`config.mk`:
```
export PLATFORM = sky130hd
export DESIGN_NAME = commit_unit
export DESIGN_NICKNAME = d
export VERILOG_FILES = /design/src/rtl/core_config_pkg.sv /design/src/rtl/commit_unit.sv
export SDC_FILE = /design/constraint.sdc
export NUM_CORES = 1
export LEC_CHECK = 0
export BUFFER_PORTS_ARGS = -buffer_cell sky130_fd_sc_hd__buf_2
export CORE_UTILIZATION = 48
export CTS_CLUSTER_DIAMETER = 50
export DETAILED_ROUTE_END_ITERATION = 8
export PLACE_DENSITY = 0.9
export SYNTH_ARGS = -nofsm -noshare
export SYNTH_HDL_FRONTEND = slang
export SYNTH_SLANG_ARGS = --single-unit
```
`constraint.sdc`:
```
create_clock -name clk -period 5.6 [get_ports clk]
set_input_delay 1.12 -clock clk [delete_from_list [all_inputs] [get_ports clk]]
set_output_delay 1.12 -clock clk [all_outputs]
set_load 0.005 [all_outputs]
```
`src/rtl/core_config_pkg.sv`:
```
// Core-wide configuration constants shared by the execution and write-back stages.
//   XLEN       : architectural data width
//   REG_ADDR_W : register-file index width
package core_config_pkg;

    localparam int unsigned XLEN       = 32;
    localparam int unsigned REG_ADDR_W = 5;

endpackage : core_config_pkg

```
`src/rtl/commit_unit.sv`:
```
// commit_unit: write-back stage, receiver side of the execution-unit commit path.
// Collects finished results from N_UNITS execution units, grants one commit per
// cycle in round-robin order, drives the register-file write port and returns a
// one-cycle one-hot clear to the granted unit.
//
// Ports
//   clk, rst_n         : core clock, asynchronous active-low reset
//   u_valid/u_res/u_rd : per-unit result valid, data and destination register
//   u_error            : per-unit result is erroneous (no write, error pulse)
//   u_clear            : one-hot pulse, unit result consumed (all ones on flush)
//   hold               : freeze commits while high
//   flush              : discard all pending results (wins over hold)
//   rf_we/rf_waddr/rf_wdata : register-file write port (addr/data hold when idle)
//   err_valid/err_unit : one-cycle pulse and source unit of an erroneous commit
//   err_count          : saturating error-commit counter, present only when
//                        COMMIT_ERR_CNT_EN is defined
module commit_unit #(
    parameter int unsigned N_UNITS    = 4,
    parameter int unsigned XLEN       = core_config_pkg::XLEN,
    parameter int unsigned REG_ADDR_W = core_config_pkg::REG_ADDR_W
) (
    input  logic                                 clk,
    input  logic                                 rst_n,
    input  logic [N_UNITS-1:0]                   u_valid,
    input  logic [N_UNITS-1:0][XLEN-1:0]         u_res,
    input  logic [N_UNITS-1:0][REG_ADDR_W-1:0]   u_rd,
    input  logic [N_UNITS-1:0]                   u_error,
    output logic [N_UNITS-1:0]                   u_clear,
    input  logic                                 hold,
    input  logic                                 flush,
    output logic                                 rf_we,
    output logic [REG_ADDR_W-1:0]                rf_waddr,
    output logic [XLEN-1:0]                      rf_wdata,
    output logic                                 err_valid,
    output logic [$clog2(N_UNITS)-1:0]           err_unit
`ifdef COMMIT_ERR_CNT_EN
    ,
    output logic [15:0]                          err_count
`endif
);

    localparam int unsigned IDX_W = $clog2(N_UNITS);

    typedef enum logic [1:0] {
        ST_RUN   = 2'd0,
        ST_HELD  = 2'd1,
        ST_FLUSH = 2'd2
    } state_e;

    state_e                 state_q, state_d;
    logic [IDX_W-1:0]       ptr_q, ptr_d;

    logic [N_UNITS-1:0]     elig;
    logic                   gnt_found;
    logic [IDX_W-1:0]       gnt_idx;
    logic [31:0]            cand;
    logic                   grant_en;

    logic [N_UNITS-1:0]     clear_d;
    logic                   we_d;
    logic [REG_ADDR_W-1:0]  waddr_d;
    logic [XLEN-1:0]        wdata_d;
    logic                   errv_d;
    logic [IDX_W-1:0]       erru_d;

    // A unit whose clear is on the wire this cycle still shows valid; mask it.
    assign elig = u_valid & ~u_clear;

    // Round-robin pick: first eligible unit at or above ptr, wrapping.
    always_comb begin
        gnt_found = 1'b0;
        gnt_idx   = '0;
        cand      = '0;
        for (int unsigned k = 0; k < N_UNITS; k++) begin
            cand = 32'(ptr_q) + 32'(k);
            if (cand >= 32'(N_UNITS)) begin
                cand = cand - 32'(N_UNITS);
            end
            if (!gnt_found && elig[IDX_W'(cand)]) begin
                gnt_found = 1'b1;
                gnt_idx   = IDX_W'(cand);
            end
        end
    end

    // Next state and next registered outputs.
    always_comb begin
        state_d  = state_q;
        ptr_d    = ptr_q;
        clear_d  = '0;
        we_d     = 1'b0;
        waddr_d  = rf_waddr;
        wdata_d  = rf_wdata;
        errv_d   = 1'b0;
        erru_d   = err_unit;
        // During the flush cycle every clear is up, so nothing could be granted anyway.
        grant_en = (state_q != ST_FLUSH) && !hold && !flush;

        if (flush) begin
            state_d = ST_FLUSH;
        end else if (hold) begin
            state_d = ST_HELD;
        end else begin
            state_d = ST_RUN;
        end

        if (flush) begin
            clear_d = '1;
            ptr_d   = '0;
        end else if (grant_en && gnt_found) begin
            clear_d[gnt_idx] = 1'b1;
            ptr_d = (gnt_idx == IDX_W'(N_UNITS - 1)) ? '0 : gnt_idx + IDX_W'(1);
            if (u_error[gnt_idx]) begin
                errv_d = 1'b1;
                erru_d = gnt_idx;
            end else if (u_rd[gnt_idx] != '0) begin
                we_d    = 1'b1;
                waddr_d = u_rd[gnt_idx];
                wdata_d = u_res[gnt_idx];
            end
        end
    end

    // State, pointer and output registers.
    always_ff @(posedge clk or negedge rst_n) begin
        if (!rst_n) begin
            state_q   <= ST_RUN;
            ptr_q     <= '0;
            u_clear   <= '0;
            rf_we     <= 1'b0;
            rf_waddr  <= '0;
            rf_wdata  <= '0;
            err_valid <= 1'b0;
            err_unit  <= '0;
        end else begin
            state_q   <= state_d;
            ptr_q     <= ptr_d;
            u_clear   <= clear_d;
            rf_we     <= we_d;
            rf_waddr  <= waddr_d;
            rf_wdata  <= wdata_d;
            err_valid <= errv_d;
            err_unit  <= erru_d;
        end
    end

`ifdef COMMIT_ERR_CNT_EN
    // Saturating count of error pulses; only reset clears it.
    always_ff @(posedge clk or negedge rst_n) begin
        if (!rst_n) begin
            err_count <= '0;
        end else if (err_valid && (err_count != 16'hFFFF)) begin
            err_count <= err_count + 16'd1;
        end
    end
`endif

endmodule : commit_unit

```
# Word level (Yosys, flattened, before mapping)
# Index checks and enable logic that the tools add are counted.
# classes
n_addsub	8
magnitude_cmp	10
n_eq_ne	2
mux	42
bitwise	4
reduce_logical	16
# ops
op	count
$bmux 32 s2	1
$mux 32	1
$mux 2	12
$mux 1	18
$lt 2x3->1 const B	5
$bmux 1 s2	5
$bmux 5 s2	1
$ge 3x3->1 const B	3
$mux 4	2
$sub 2x1->2 const B	4
$logic_and 1x1->1	7
$add 2x2->3 const B	2
$logic_not 1->1	5
$mux 5	1
$reduce_bool 5->1	1
$and 4x4->4	1
$not 4->4	1
$reduce_and 4->1	1
$add 2x1->3 const B	1
$ge 2x3->1 const B	1
$reduce_and 3->1	1
$add 2x1->2 const B	1
$demux 1 s2	1
$eq 2x2->1 const B	1
other kinds (4)	5
# totals
register_bits	49
out_inout_bits	45

# Logic depth before layout (Yosys ltp)
# depth
word_depth	21
mapped_depth	11
mapped_depth_nobuf	8

# Worst setup path after synthesis
# OpenSTA, ideal clock, no wires.
# synth_timing
kind	input to register
from	input u_valid[2]
to	register rf_wdata[10]
arrival_time_ns	3.300
setup_slack_ns	2.175
stages	10
path_buffers	3
cell_sequence	or4bb_1 and2_4 buf_6 a311o_1 a221o_1 o22ai_2 a21boi_1 buf_6 buf_12 mux2_4
# synth_via
elab_chain_len	17
word_cells_on_any_way	33
cone_classes	mux (22); bitwise (2); reduce/logical (9)
# synth_rtl
element	line	source
start, declared	commit_unit.sv:24	input logic [N_UNITS-1:0] u_valid,
$and 4x4->4 *	commit_unit.sv:67	assign elig = u_valid & ~u_clear;
$bmux 1 s2	commit_unit.sv:79	if (!gnt_found && elig[IDX_W'(cand)]) begin
$mux 1 (implied by the code)	commit_unit.sv:79	
$mux 1	commit_unit.sv:79	
$logic_not 1->1	commit_unit.sv:79	
$logic_and 1x1->1	commit_unit.sv:79	
$mux 1	commit_unit.sv:79	
$logic_not 1->1	commit_unit.sv:79	
$logic_and 1x1->1	commit_unit.sv:79	
$mux 1	commit_unit.sv:79	
$logic_not 1->1	commit_unit.sv:79	
$logic_and 1x1->1	commit_unit.sv:79	
$mux 2	commit_unit.sv:79	
$bmux 5 s2 / $bmux 1 s2 (equally long branches)	commit_unit.sv:116, commit_unit.sv:113	
$mux 5 (implied by the code) / $mux 1 (equally long branches)	commit_unit.sv:116, commit_unit.sv:113	
$reduce_bool 5->1 / $not 1->1 (equally long branches)	--	
$reduce_and 4->1 (no source line)	--	
end signal, assigned	commit_unit.sv:141	rf_wdata <= wdata_d;
end, declared	commit_unit.sv:33	output logic [XLEN-1:0] rf_wdata,
# Mark *: on every way between the ends. The rest lies on a longest branch, timed or not. The select of a mux whose other input is x is not followed.
# A chain may end at the register's enable or synchronous reset.

# Worst setup path in the final report
# layout_timing
from	input u_valid[1]
to	register rf_wdata[5]
# Same word-level chain as after synthesis.

==> flow_metrics.tcl <==
set metrics [dict create \
    setup_viol 0 \
    first_global_vias 3396 \
    cp.arrival_ps 4280 \
    p_leak_uw 0.002458 \
    ys_seq_area_frac 0.3587 \
    placement.io_buffers 204 \
    worstSetupEndpointType "flop" \
    grt-busiest-layer "met2" \
    cts.reportedPaths.clkPinSlew_ps 90 \
    grt_pass1_wl_um 15390 \
    synthArstFlopShare 1.000 \
    grt_max_degree 79 \
    layoutNonFillerInstCount 695 \
    dieArea_sq_um 7463 \
    cp_max_fo 43 \
    dp.cells 687 \
    post_cts_resized 0 \
    drc_errors 0 \
    avgViaCountPerCell 5.383 \
    hold_violations 0 \
    synth_top_area_frac 0.3587 \
    postRouteAntennaNets 0 \
    drive_gt1_frac 0.4257 \
    htree_num_levels 2 \
    worst-r2r-cell-count 10 \
    yosysUniqueCellTypes 42 \
    ys_warn_count 0 \
    final-max-slew-violation-count 0 \
    fp.dieH_um 86.39 \
    syn_area_per_cell_sq_um 8.277 \
    seqCellArea_sq_um 1226 \
    cts_buffers 5 \
    wl_um 9839 \
    synthTopCellsByArea "dfrtp_1 (36%), nand2_1 (16%), mux2_4 (11%)" \
    setup_tns_ps 0 \
    drt-initial-drc-count 173 \
    cts_setup_buffers 0 \
    die_x_um 86.39 \
    synthCells 413 \
    grt_overflow 0 \
    maxCapViolations 0 \
    synth_seq_cells 49 \
    clock-sinks 49 \
    core_area_sq_um 6832 \
    place_hpwl_um 7300 \
    antennaDiodeCount 0 \
    boundaryPins 205 \
    gr-usage-met3 0.04381 \
    fmax_mhz 244.0 \
    multi_input_area_sq_um 1987 \
    holdCritPathClass "reg2reg" \
    syn2layout_area_growth_pct 32.80 \
    worstSkewPairLatency_ps 300 \
    syn-cell-area_sq_um 3418 \
    antenna_found_initial 0 \
    post-route-min-period_ps 4099 \
    cts_tree "yes" \
    start_util 0.5004 \
    hold_path_depth 2 \
    fin_skew_ps 6.954 \
    worst-endpoint-required_ps 5790 \
    worstMarginPinSlew_ps 1085 \
    firstDrtPassIters 4 \
    clk_path_buf_depth 2 \
    rsz0062_at_grt "false" \
    nNetsFinal 762 \
    grt_use_met2 0.4762 \
    worst-setup-path-type "in2reg" \
    synthTopCellsByCount "nand2_1 (143), dfrtp_1 (49), a31oi_1 (33)" \
    via_count 3741 \
    gpl.final_weighted_congestion 0.9216 \
    crit_path_start_kind "primary input" \
    power_density_nw_per_um2 309.5 \
    cts_root_buffer "clkbuf_8" \
    yosysTopAreaCell "dfrtp_1" \
    synth_fp_nets 577 \
    synthFlopType "dfrtp_1" \
    wl_per_cell_um 14.16 \
    setup_ws_ps 1501 \
    fin_crit_sh 0.7319 \
    grt.total_usage 0.2610 \
    ctsHoldBuffers 0 \
    synth.most_common_cell "nand2_1" \
    fillers 592 \
    outcome "finished, final reports clean" \
    synth-edff-count 0 \
    slew_headroom 0.2765 \
    grtUsageMet1 0.3026 \
    placementRows 30 \
    post-place-ws_ps 1161 \
    vdd_drop_max_mv 0.1556 \
]
-- path summary, 6_finish.rpt --
check                                            to               startpoint  slack [ps]
hold reg to reg             err_unit[0]$_DFFE_PN0P_  err_unit[0]$_DFFE_PN0P_         500
max in group asynchronous  rf_wdata[31]$_DFFE_PN0P_                    rst_n        3910
min in group asynchronous       err_valid$_DFF_PN0_                    rst_n        1020
setup reg to reg            rf_wdata[5]$_DFFE_PN0P_     ptr_q[1]$_DFFE_PN0P_        1940
hold / removal              err_unit[0]$_DFFE_PN0P_  err_unit[0]$_DFFE_PN0P_         500
setup / recovery            rf_wdata[5]$_DFFE_PN0P_               u_valid[1]        1500
-- layout by cell type (no fill, tap or decap), drive strengths merged, types with 2 or more instances in the layout --
master	netlist	routed
and3	32	32
a221o	2	2
o2111ai	2	2
nor3	3	3
a311o	2	2
nand2b	3	3
nand2	143	143
mux2i	3	3
nor2	5	5
a31oi	33	33
clkinv	0	2
mux2	33	33
o211ai	5	5
buf	8	209
o21ai	9	9
nand4	6	6
nand3	9	9
inv	13	13
a21o	5	5
ha	4	4
dfrtp	49	49
clkbuf	23	5
a211o	2	2
a21oi	2	2
nor2b	4	4
-- metrics by stage --
step | instance area (sq um) | util | hold WS, ps | power [uW]
finish | 4539 | 0.6645 | 497.5 | 1405
global route | 4539 | 0.6645 | 527.4 | 1505
CTS | 4539 | 0.6645 | 501.7 | 1416
detailed placement | 4453 | 0.6518 | 479.3 | 1204
global placement | 4453 | 0.6518 | 463.6 | 1183
floorplan | 3418 | - | 473.3 | 925.7
-- registers in the layout (all words and copies together) (netlist names) --
| signal | count |
|---|---|
| ptr_q | 2 |
| err_valid | 1 |
| rf_waddr | 5 |
| rf_wdata | 32 |
| err_unit | 2 |
| state_q | 2 |
| rf_we | 1 |
| u_clear | 4 |
-- report_power, final --
group,total (uW),switching (uW),internal [uW]
registers,581,84.9,496
logic,618,267,350
clock network,206,120,86.5
total,1400,472,933
-- worst max-delay path, cell delays in order --
cell and delay (ps):
buf_2 90, nor2b_1 240, nor3_1 80, o22a_1 210, buf_4 270, inv_1 430, o2111ai_1 240, nand2_1 240
a21boi_4 700, buf_12 270, mux2_2 360
-- metal layers --
metal / up-vias / routed length (um)
li1: 1801 / -
met1: 1727 / 3866
met2: 191 / 4949
met3: 22 / 754
met4: 0 / 268
met5: - / 0
-- cell type report --
cell class	count	share of cell area
inverter	13	0.01075
clock inverter	3	0.003859
clock buffer	5	0.01516
multi-input combinational	320	0.4377
tap	96	0.02646
timing repair buffer	209	0.2359
sequential	49	0.2701
-- cells by family after synthesis --
family,share of synthesized area
AOI/OAI and AO/OA,0.1387
adders and majority gates,0.01464
buffers and inverters,0.06479
DFF,0.3587
muxes,0.1450
and+or+nand+nor,0.2782
No activity file was read; power rests on OpenSTA's default activity.
